**config.mk**
```make
export PLATFORM = sky130hd
export DESIGN_NAME = sync_fifo_param_flat
export DESIGN_NICKNAME = d
export VERILOG_FILES = /design/src/rtl/fifo_pkg.sv /design/src/rtl/sync_fifo_param_if.sv /design/src/rtl/fifo_mem_sdp.sv /design/src/rtl/sync_fifo_param.sv /design/src/flat_wrapper.sv
export SDC_FILE = /design/constraint.sdc
export NUM_CORES = 1
export LEC_CHECK = 0
export CORE_MARGIN = 4
export CORE_UTILIZATION = 55
export CTS_CLUSTER_SIZE = 8
export DETAILED_ROUTE_END_ITERATION = 10
export PLACE_DENSITY = 0.84
export SLEW_MARGIN = 10
export SYNTH_ARGS = -nofsm -noshare
export SYNTH_HDL_FRONTEND = slang
export SYNTH_HIERARCHICAL = 1
export SYNTH_SLANG_ARGS = --single-unit
```
**constraint.sdc**
```tcl
create_clock -name clk -period 4.95 [get_ports clk]
set_input_delay 0.99 -clock clk [delete_from_list [all_inputs] [get_ports clk]]
set_output_delay 0.99 -clock clk [all_outputs]
set_load 0.02 [all_outputs]
```
**src/rtl/fifo_pkg.sv**
```systemverilog
// ---------------------------------------------------------------------------
// fifo_pkg : shared FIFO pointer-width helper and read-mode constants (rev 1.0)
// ---------------------------------------------------------------------------
`default_nettype none

package fifo_pkg;

  localparam int MODE_STD  = 0;
  localparam int MODE_FWFT = 1;

  // Pointer and count width: address bits plus one wrap bit.
  function automatic int ptr_width(input int depth);
    return $clog2(depth) + 1;
  endfunction

endpackage

`default_nettype wire

```
**src/rtl/sync_fifo_param_if.sv**
```systemverilog
// ---------------------------------------------------------------------------
// sync_fifo_param_if : producer/consumer handshake bundle for sync_fifo_param (rev 1.0)
// ---------------------------------------------------------------------------
`default_nettype none

interface sync_fifo_param_if #(
  parameter int DATA_W = 8,
  parameter int DEPTH  = 16
);
  import fifo_pkg::*;

  localparam int CNT_W = ptr_width(DEPTH);

  logic              winc;
  logic [DATA_W-1:0] wdata;
  logic              rinc;
  logic [DATA_W-1:0] rdata;
  logic              full;
  logic              empty;
  logic              almost_full;
  logic              almost_empty;
  logic [CNT_W-1:0]  count;
  logic              overflow;
  logic              underflow;

  modport master (
    output winc, wdata, rinc,
    input  rdata, full, empty, almost_full, almost_empty, count, overflow, underflow
  );

  modport slave (
    input  winc, wdata, rinc,
    output rdata, full, empty, almost_full, almost_empty, count, overflow, underflow
  );

endinterface

`default_nettype wire

```
**src/rtl/fifo_mem_sdp.sv**
```systemverilog
// ---------------------------------------------------------------------------
// fifo_mem_sdp : DATA_W x DEPTH array, synchronous write, asynchronous read (rev 1.0)
// ---------------------------------------------------------------------------
`default_nettype none

module fifo_mem_sdp #(
  parameter int DATA_W = 8,
  parameter int DEPTH  = 16
) (
  input  wire logic                     clk,
  input  wire logic                     we,
  input  wire logic [$clog2(DEPTH)-1:0] waddr,
  input  wire logic [DATA_W-1:0]        wdata,
  input  wire logic [$clog2(DEPTH)-1:0] raddr,
  output logic      [DATA_W-1:0]        rdata
);

  logic [DATA_W-1:0] r_mem [DEPTH];

  always_ff @(posedge clk) begin
    if (we) begin
      r_mem[waddr] <= wdata;
    end
  end

  assign rdata = r_mem[raddr];

endmodule

`default_nettype wire

```
**src/rtl/sync_fifo_param.sv**
```systemverilog
// ---------------------------------------------------------------------------
// sync_fifo_param : single-clock FIFO with thresholds, error pulses, FWFT mode (rev 1.0)
// ---------------------------------------------------------------------------
`default_nettype none

module sync_fifo_param
  import fifo_pkg::*;
#(
  parameter int DATA_W   = 8,
  parameter int DEPTH    = 16,
  parameter int AF_LEVEL = DEPTH - 2,
  parameter int AE_LEVEL = 2,
  parameter int FWFT     = MODE_STD
) (
  input wire logic          clk,
  input wire logic          rst_n,
  sync_fifo_param_if.slave  bus
);

  localparam int AW    = $clog2(DEPTH);
  localparam int CNT_W = ptr_width(DEPTH);

  localparam logic [CNT_W-1:0] C_DEPTH = CNT_W'(DEPTH);
  localparam logic [CNT_W-1:0] C_AF    = CNT_W'(AF_LEVEL);
  localparam logic [CNT_W-1:0] C_AE    = CNT_W'(AE_LEVEL);

  logic [CNT_W-1:0]  r_wptr, r_rptr, r_count;
  logic [CNT_W-1:0]  w_wptr_nxt, w_rptr_nxt, w_count_nxt;
  logic              r_full, r_empty, r_af, r_ae, r_ovf, r_udf;
  logic              w_wr_acc, w_rd_acc;
  logic [DATA_W-1:0] w_head;

  assign w_wr_acc = bus.winc & ~r_full;
  assign w_rd_acc = bus.rinc & ~r_empty;

  // Pointers wrap modulo 2*DEPTH, so their difference is the exact occupancy.
  assign w_wptr_nxt  = r_wptr + CNT_W'(w_wr_acc);
  assign w_rptr_nxt  = r_rptr + CNT_W'(w_rd_acc);
  assign w_count_nxt = w_wptr_nxt - w_rptr_nxt;

  always_ff @(posedge clk or negedge rst_n) begin
    if (!rst_n) begin
      r_wptr  <= '0;
      r_rptr  <= '0;
      r_count <= '0;
      r_full  <= 1'b0;
      r_empty <= 1'b1;
      r_af    <= 1'b0;
      r_ae    <= 1'b1;
      r_ovf   <= 1'b0;
      r_udf   <= 1'b0;
    end else begin
      r_wptr  <= w_wptr_nxt;
      r_rptr  <= w_rptr_nxt;
      r_count <= w_count_nxt;
      r_full  <= (w_count_nxt == C_DEPTH);
      r_empty <= (w_count_nxt == '0);
      r_af    <= (w_count_nxt >= C_AF);
      r_ae    <= (w_count_nxt <= C_AE);
      r_ovf   <= bus.winc & r_full;
      r_udf   <= bus.rinc & r_empty;
    end
  end

  fifo_mem_sdp #(
    .DATA_W (DATA_W),
    .DEPTH  (DEPTH)
  ) u_mem (
    .clk   (clk),
    .we    (w_wr_acc),
    .waddr (r_wptr[AW-1:0]),
    .wdata (bus.wdata),
    .raddr (r_rptr[AW-1:0]),
    .rdata (w_head)
  );

  generate
    if (FWFT == MODE_FWFT) begin : g_fwft
      assign bus.rdata = w_head;
    end else begin : g_std
      logic [DATA_W-1:0] r_rdata;
      always_ff @(posedge clk or negedge rst_n) begin
        if (!rst_n) begin
          r_rdata <= '0;
        end else if (w_rd_acc) begin
          r_rdata <= w_head;
        end
      end
      assign bus.rdata = r_rdata;
    end
  endgenerate

  assign bus.full         = r_full;
  assign bus.empty        = r_empty;
  assign bus.almost_full  = r_af;
  assign bus.almost_empty = r_ae;
  assign bus.count        = r_count;
  assign bus.overflow     = r_ovf;
  assign bus.underflow    = r_udf;

endmodule

`default_nettype wire

```
**src/flat_wrapper.sv**
```systemverilog
// flat-port wrapper written by rule: the top's interface ports become plain ports
module sync_fifo_param_flat import fifo_pkg::*;
#(
  parameter int DATA_W   = 8,
  parameter int DEPTH    = 16,
  parameter int AF_LEVEL = DEPTH - 2,
  parameter int AE_LEVEL = 2,
  parameter int FWFT     = MODE_STD
)
  (clk, rst_n, bus_winc, bus_wdata, bus_rinc, bus_rdata, bus_full, bus_empty, bus_almost_full, bus_almost_empty, bus_count, bus_overflow, bus_underflow);
  sync_fifo_param_if #(.DATA_W(DATA_W), .DEPTH(DEPTH)) bus_i ();
  input wire logic clk;
  input wire logic rst_n;
  input wire logic [$bits(bus_i.winc)-1:0] bus_winc;
  input wire logic [$bits(bus_i.wdata)-1:0] bus_wdata;
  input wire logic [$bits(bus_i.rinc)-1:0] bus_rinc;
  output wire logic [$bits(bus_i.rdata)-1:0] bus_rdata;
  output wire logic [$bits(bus_i.full)-1:0] bus_full;
  output wire logic [$bits(bus_i.empty)-1:0] bus_empty;
  output wire logic [$bits(bus_i.almost_full)-1:0] bus_almost_full;
  output wire logic [$bits(bus_i.almost_empty)-1:0] bus_almost_empty;
  output wire logic [$bits(bus_i.count)-1:0] bus_count;
  output wire logic [$bits(bus_i.overflow)-1:0] bus_overflow;
  output wire logic [$bits(bus_i.underflow)-1:0] bus_underflow;
  assign bus_i.winc = bus_winc;
  assign bus_i.wdata = bus_wdata;
  assign bus_i.rinc = bus_rinc;
  assign bus_rdata = bus_i.rdata;
  assign bus_full = bus_i.full;
  assign bus_empty = bus_i.empty;
  assign bus_almost_full = bus_i.almost_full;
  assign bus_almost_empty = bus_i.almost_empty;
  assign bus_count = bus_i.count;
  assign bus_overflow = bus_i.overflow;
  assign bus_underflow = bus_i.underflow;
  sync_fifo_param #(.DATA_W(DATA_W), .DEPTH(DEPTH), .AF_LEVEL(AF_LEVEL), .AE_LEVEL(AE_LEVEL), .FWFT(FWFT)) u_core (.clk(clk), .rst_n(rst_n), .bus(bus_i));
endmodule
```
==> run_results.csv <==
group,metric,value,unit
synth,yosysSeqAreaShare,0.728,
pwr,switchingPower,0.00153,W
setup_path,worstPathRequired,5.28,ns
synth,async_reset_ff_frac,0.185,
clocking,ctsResizeCount,0,
timing,fin_crit_sh,0.758,
timing,rsz0062_at_grt,"no",
synth,yosysWarnings,6,
floorplanning,rows,38,
pwr,internal_power,0.00318,W
pwr,power,0.00471,W
floorplanning,start_util,0.572,
setup_path,reg2reg_from,"u_core/bus.empty",
setup_path,arrival,4.08,ns
drt,wl_per_cell,23.9,µm
drt,via_per_inst,6.22,
pwr,clkPwrFrac,0.259,
clocking,cts_made_buffers,17,
setup_path,crit_path_max_fanout,9,
floorplanning,num_io_pins,31,
global_routing,antenna_found_initial,0,
floorplanning,die_height,115,µm
global_routing,grt_usage,0.201,
setup_path,crit_end,"u_core/bus.empty",
drt,vias,3153,
pwr,p_comb_frac,0.361,
drt,drc,0,
finish,antennaDiodeCount,0,
timing,worst_pin_slew,1.06,ns
finish,drive_gt1_frac,0.199,
clocking,worstSkewPairLatency,0.42,ns
clocking,cts_setup_buffers,0,
setup_path,end_kind,"flip-flop",
clocking,ctsHoldBuffers,0,
global_routing,grt_start_max_net_pins,34,
clocking,cts_tree,"done",
synth,syn_nets,329,
clocking,cts_root_buf,"clkbuf_16",
timing,min_period,3.75,ns
setup_path,critPathLaunchType,"input port",
pwr,p_seq_frac,0.380,
synth,synth_cell_type_count,41,
run_status,status,"complete, no violations",
finish,synthToLayoutAreaGrowth,15.8,%
setup_path,critPathKind,"input port to flip-flop",
synth,synth_area,6280,µm²
clocking,clk_pin_slew,0.06,ns
timing,hold_violations,0,
setup_path,cp-startpoint,"bus_rinc",
placement,numPlacedInstances,475,
synth,synth.most_common_cell,"edfxtp_1",
flow_run,max-cap-violations,0,
timing,clock_skew,0.00844,ns
timing,tns,0,ns
timing,slew_headroom,0.293,
synth,synthFlopType,"edfxtp_1",
clocking,h-tree-depth,4,
drt,drt_pass1_iterations,5,
finish,finalNonFillerCells,507,
placement,numPortBuffers,30,
clocking,cts.sinks,157,
clocking,clk_path_buf_depth,2,
hold_path,min_path_type,"flip-flop to flip-flop",
drt,drtIter0Drc,349,
synth,synth.top_cell.area_share,0.612,
timing,slew_violations,0,
global_routing,grt_pass1_vias,3278,
drt,postRouteAntennaNets,0,
finish,fin_nets,373,
drt,routed_wl,12100,µm
floorplanning,fp.coreArea,11000,µm²
global_routing,grt_overflow,0,
setup_path,worst-r2r-setup-slack,1.61,ns
timing,max_freq,267,MHz
synth,yosys.area.top_type,"edfxtp_1",
synth,synth_common_cells,"128 x edfxtp_1, 27 x dfrtp_1, 18 x mux4_2",
placement,dp.final_hpwl,7260,µm
floorplanning,die_w,115,µm
setup_path,worstRegToRegCells,11,
setup_path,r2r-end,"u_core/bus.empty",
finish,fill_cells,701,
floorplanning,die_area,13200,µm²
pwr,p_leak,2.53,nW
synth,synthCells,310,
timing,worst_hold_slack,0.506,ns
pwr,switching_share,0.326,
synth,synth.avg_cell_area,20.3,µm²
pwr,power_density,648,nW/µm²
synth,synth_area_leaders,"edfxtp_1 61%, dfrtp_1 11%, mux4_2 6.5%",
pwr,irDropWorstVdd,340,µV
global_routing,grt_pass1_wl,19000,µm
synth,synth_edf_count,128,
timing,finalSetupViolCount,0,
synth,ys_ff_latch,157,
placement,place.gp.congestion,0.762,
[worst max-delay path, cell delays in order]
cell and delay [ns]:
clkdlybuf4s50_1 0.42, nand2b_1 0.35, inv_1 0.09, ha_1 0.24, ha_1 0.36, xnor2_1 0.21
ha_1 0.22, a21oi_4 0.05, maj3_2 0.31, maj3_2 0.31, xor3_2 0.29, nor4_2 0.23
[per-stage QoR]
| step | instance area (µm²) | setup slack (ns) | utilization |
|---|---|---|---|
| 2_1_floorplan | 6280 | 1.42 | - |
| 3_3_place_gp | 6720 | 0.923 | 0.611 |
| 3_5_place_dp | 6720 | 0.766 | 0.611 |
| 4_1_cts | 7270 | 1.20 | 0.662 |
| 5_1_grt | 7270 | 1.08 | 0.662 |
| 6_report | 7270 | 1.20 | 0.662 |
[flip-flops by register name (all words and copies together), names as in the netlist]
name                     cells
u_core/bus.rdata             8
u_core/bus.empty             1
u_core/bus.almost_empty      1
u_core/bus.overflow          1
u_core/r_rptr                5
u_core/bus.full              1
u_core/u_mem/r_mem         128
u_core/bus.almost_full       1
u_core/bus.underflow         1
u_core/r_wptr                5
u_core/bus.count             5
[area by class of cell]
type | count | area (µm²) | area share
Timing Repair Buffer | 36 | 345 | 0.0475
Clock buffer | 20 | 437 | 0.0600
Sequential cell | 157 | 4570 | 0.629
Inverter | 7 | 26.3 | 0.00361
Clock inverter | 12 | 120 | 0.0165
Multi-Input combinational cell | 135 | 1600 | 0.219
Tap cell | 140 | 175 | 0.0241
[cells in the final DEF (no fill, tap or decap), types with 6 or more instances in the layout]
master	n
buf_4	6
nand2_1	12
mux4_1	14
edfxtp_1	128
inv_1	7
mux4_2	18
mux2_2	8
dfrtp_1	26
a22oi_1	16
ha_1	7
clkdlybuf4s50_1	30
clkbuf_16	17
nor2_1	14
xnor2_1	6
[metal layers]
layer	vias to the layer above	global-route usage	share of wire
met1	1646	0.273	0.39
met4	0	0.0579	0.011
met3	14	0.0526	0.083
met2	161	0.327	0.51
met5	-	0	0
li1	1332	-	-
[cells by family (layout without fill, tap and decap cells)]
group	count (synthesis)	in the layout	share of synthesized area
buffers and inverters	18	75	0.0185
and+or+nand+nor	51	51	0.0426
AOI/OAI and AO/OA	21	21	0.0267
adders and majority gates	10	10	0.0191
xor gates and xnor gates	12	12	0.0257
DFF	157	157	0.728
muxes	41	41	0.139
[power groups by stage]
stage | clock network (W) | registers, W | logic (W)
2_1_floorplan | 0 | 0.00186 | 0.00118
3_3_place_gp | 0 | 0.00179 | 0.00163
3_5_place_dp | 0 | 0.00181 | 0.00169
4_1_cts | 0.00124 | 0.00179 | 0.00171
5_1_grt | 0.00131 | 0.00181 | 0.00183
6_report | 0.00122 | 0.00179 | 0.00170
[how the worst min path moves through the flow]
stage / start / endpoint / slack, ns / depth (start not counted)
after global routing: u_core/bus.rdata[0] / u_core/bus.rdata[0] / 0.54 / 1
after CTS: u_core/bus.rdata[6] / u_core/bus.rdata[6] / 0.51 / 1
after global placement: u_core/r_wptr[4] / u_core/r_wptr[4] / 0.49 / 1
final: u_core/bus.rdata[6] / u_core/bus.rdata[6] / 0.51 / 1
after detailed placement: u_core/r_wptr[4] / u_core/r_wptr[4] / 0.49 / 1
after floorplan: u_core/r_wptr[4] / u_core/r_wptr[4] / 0.44 / 1
No activity file was read; power rests on OpenSTA's default activity.
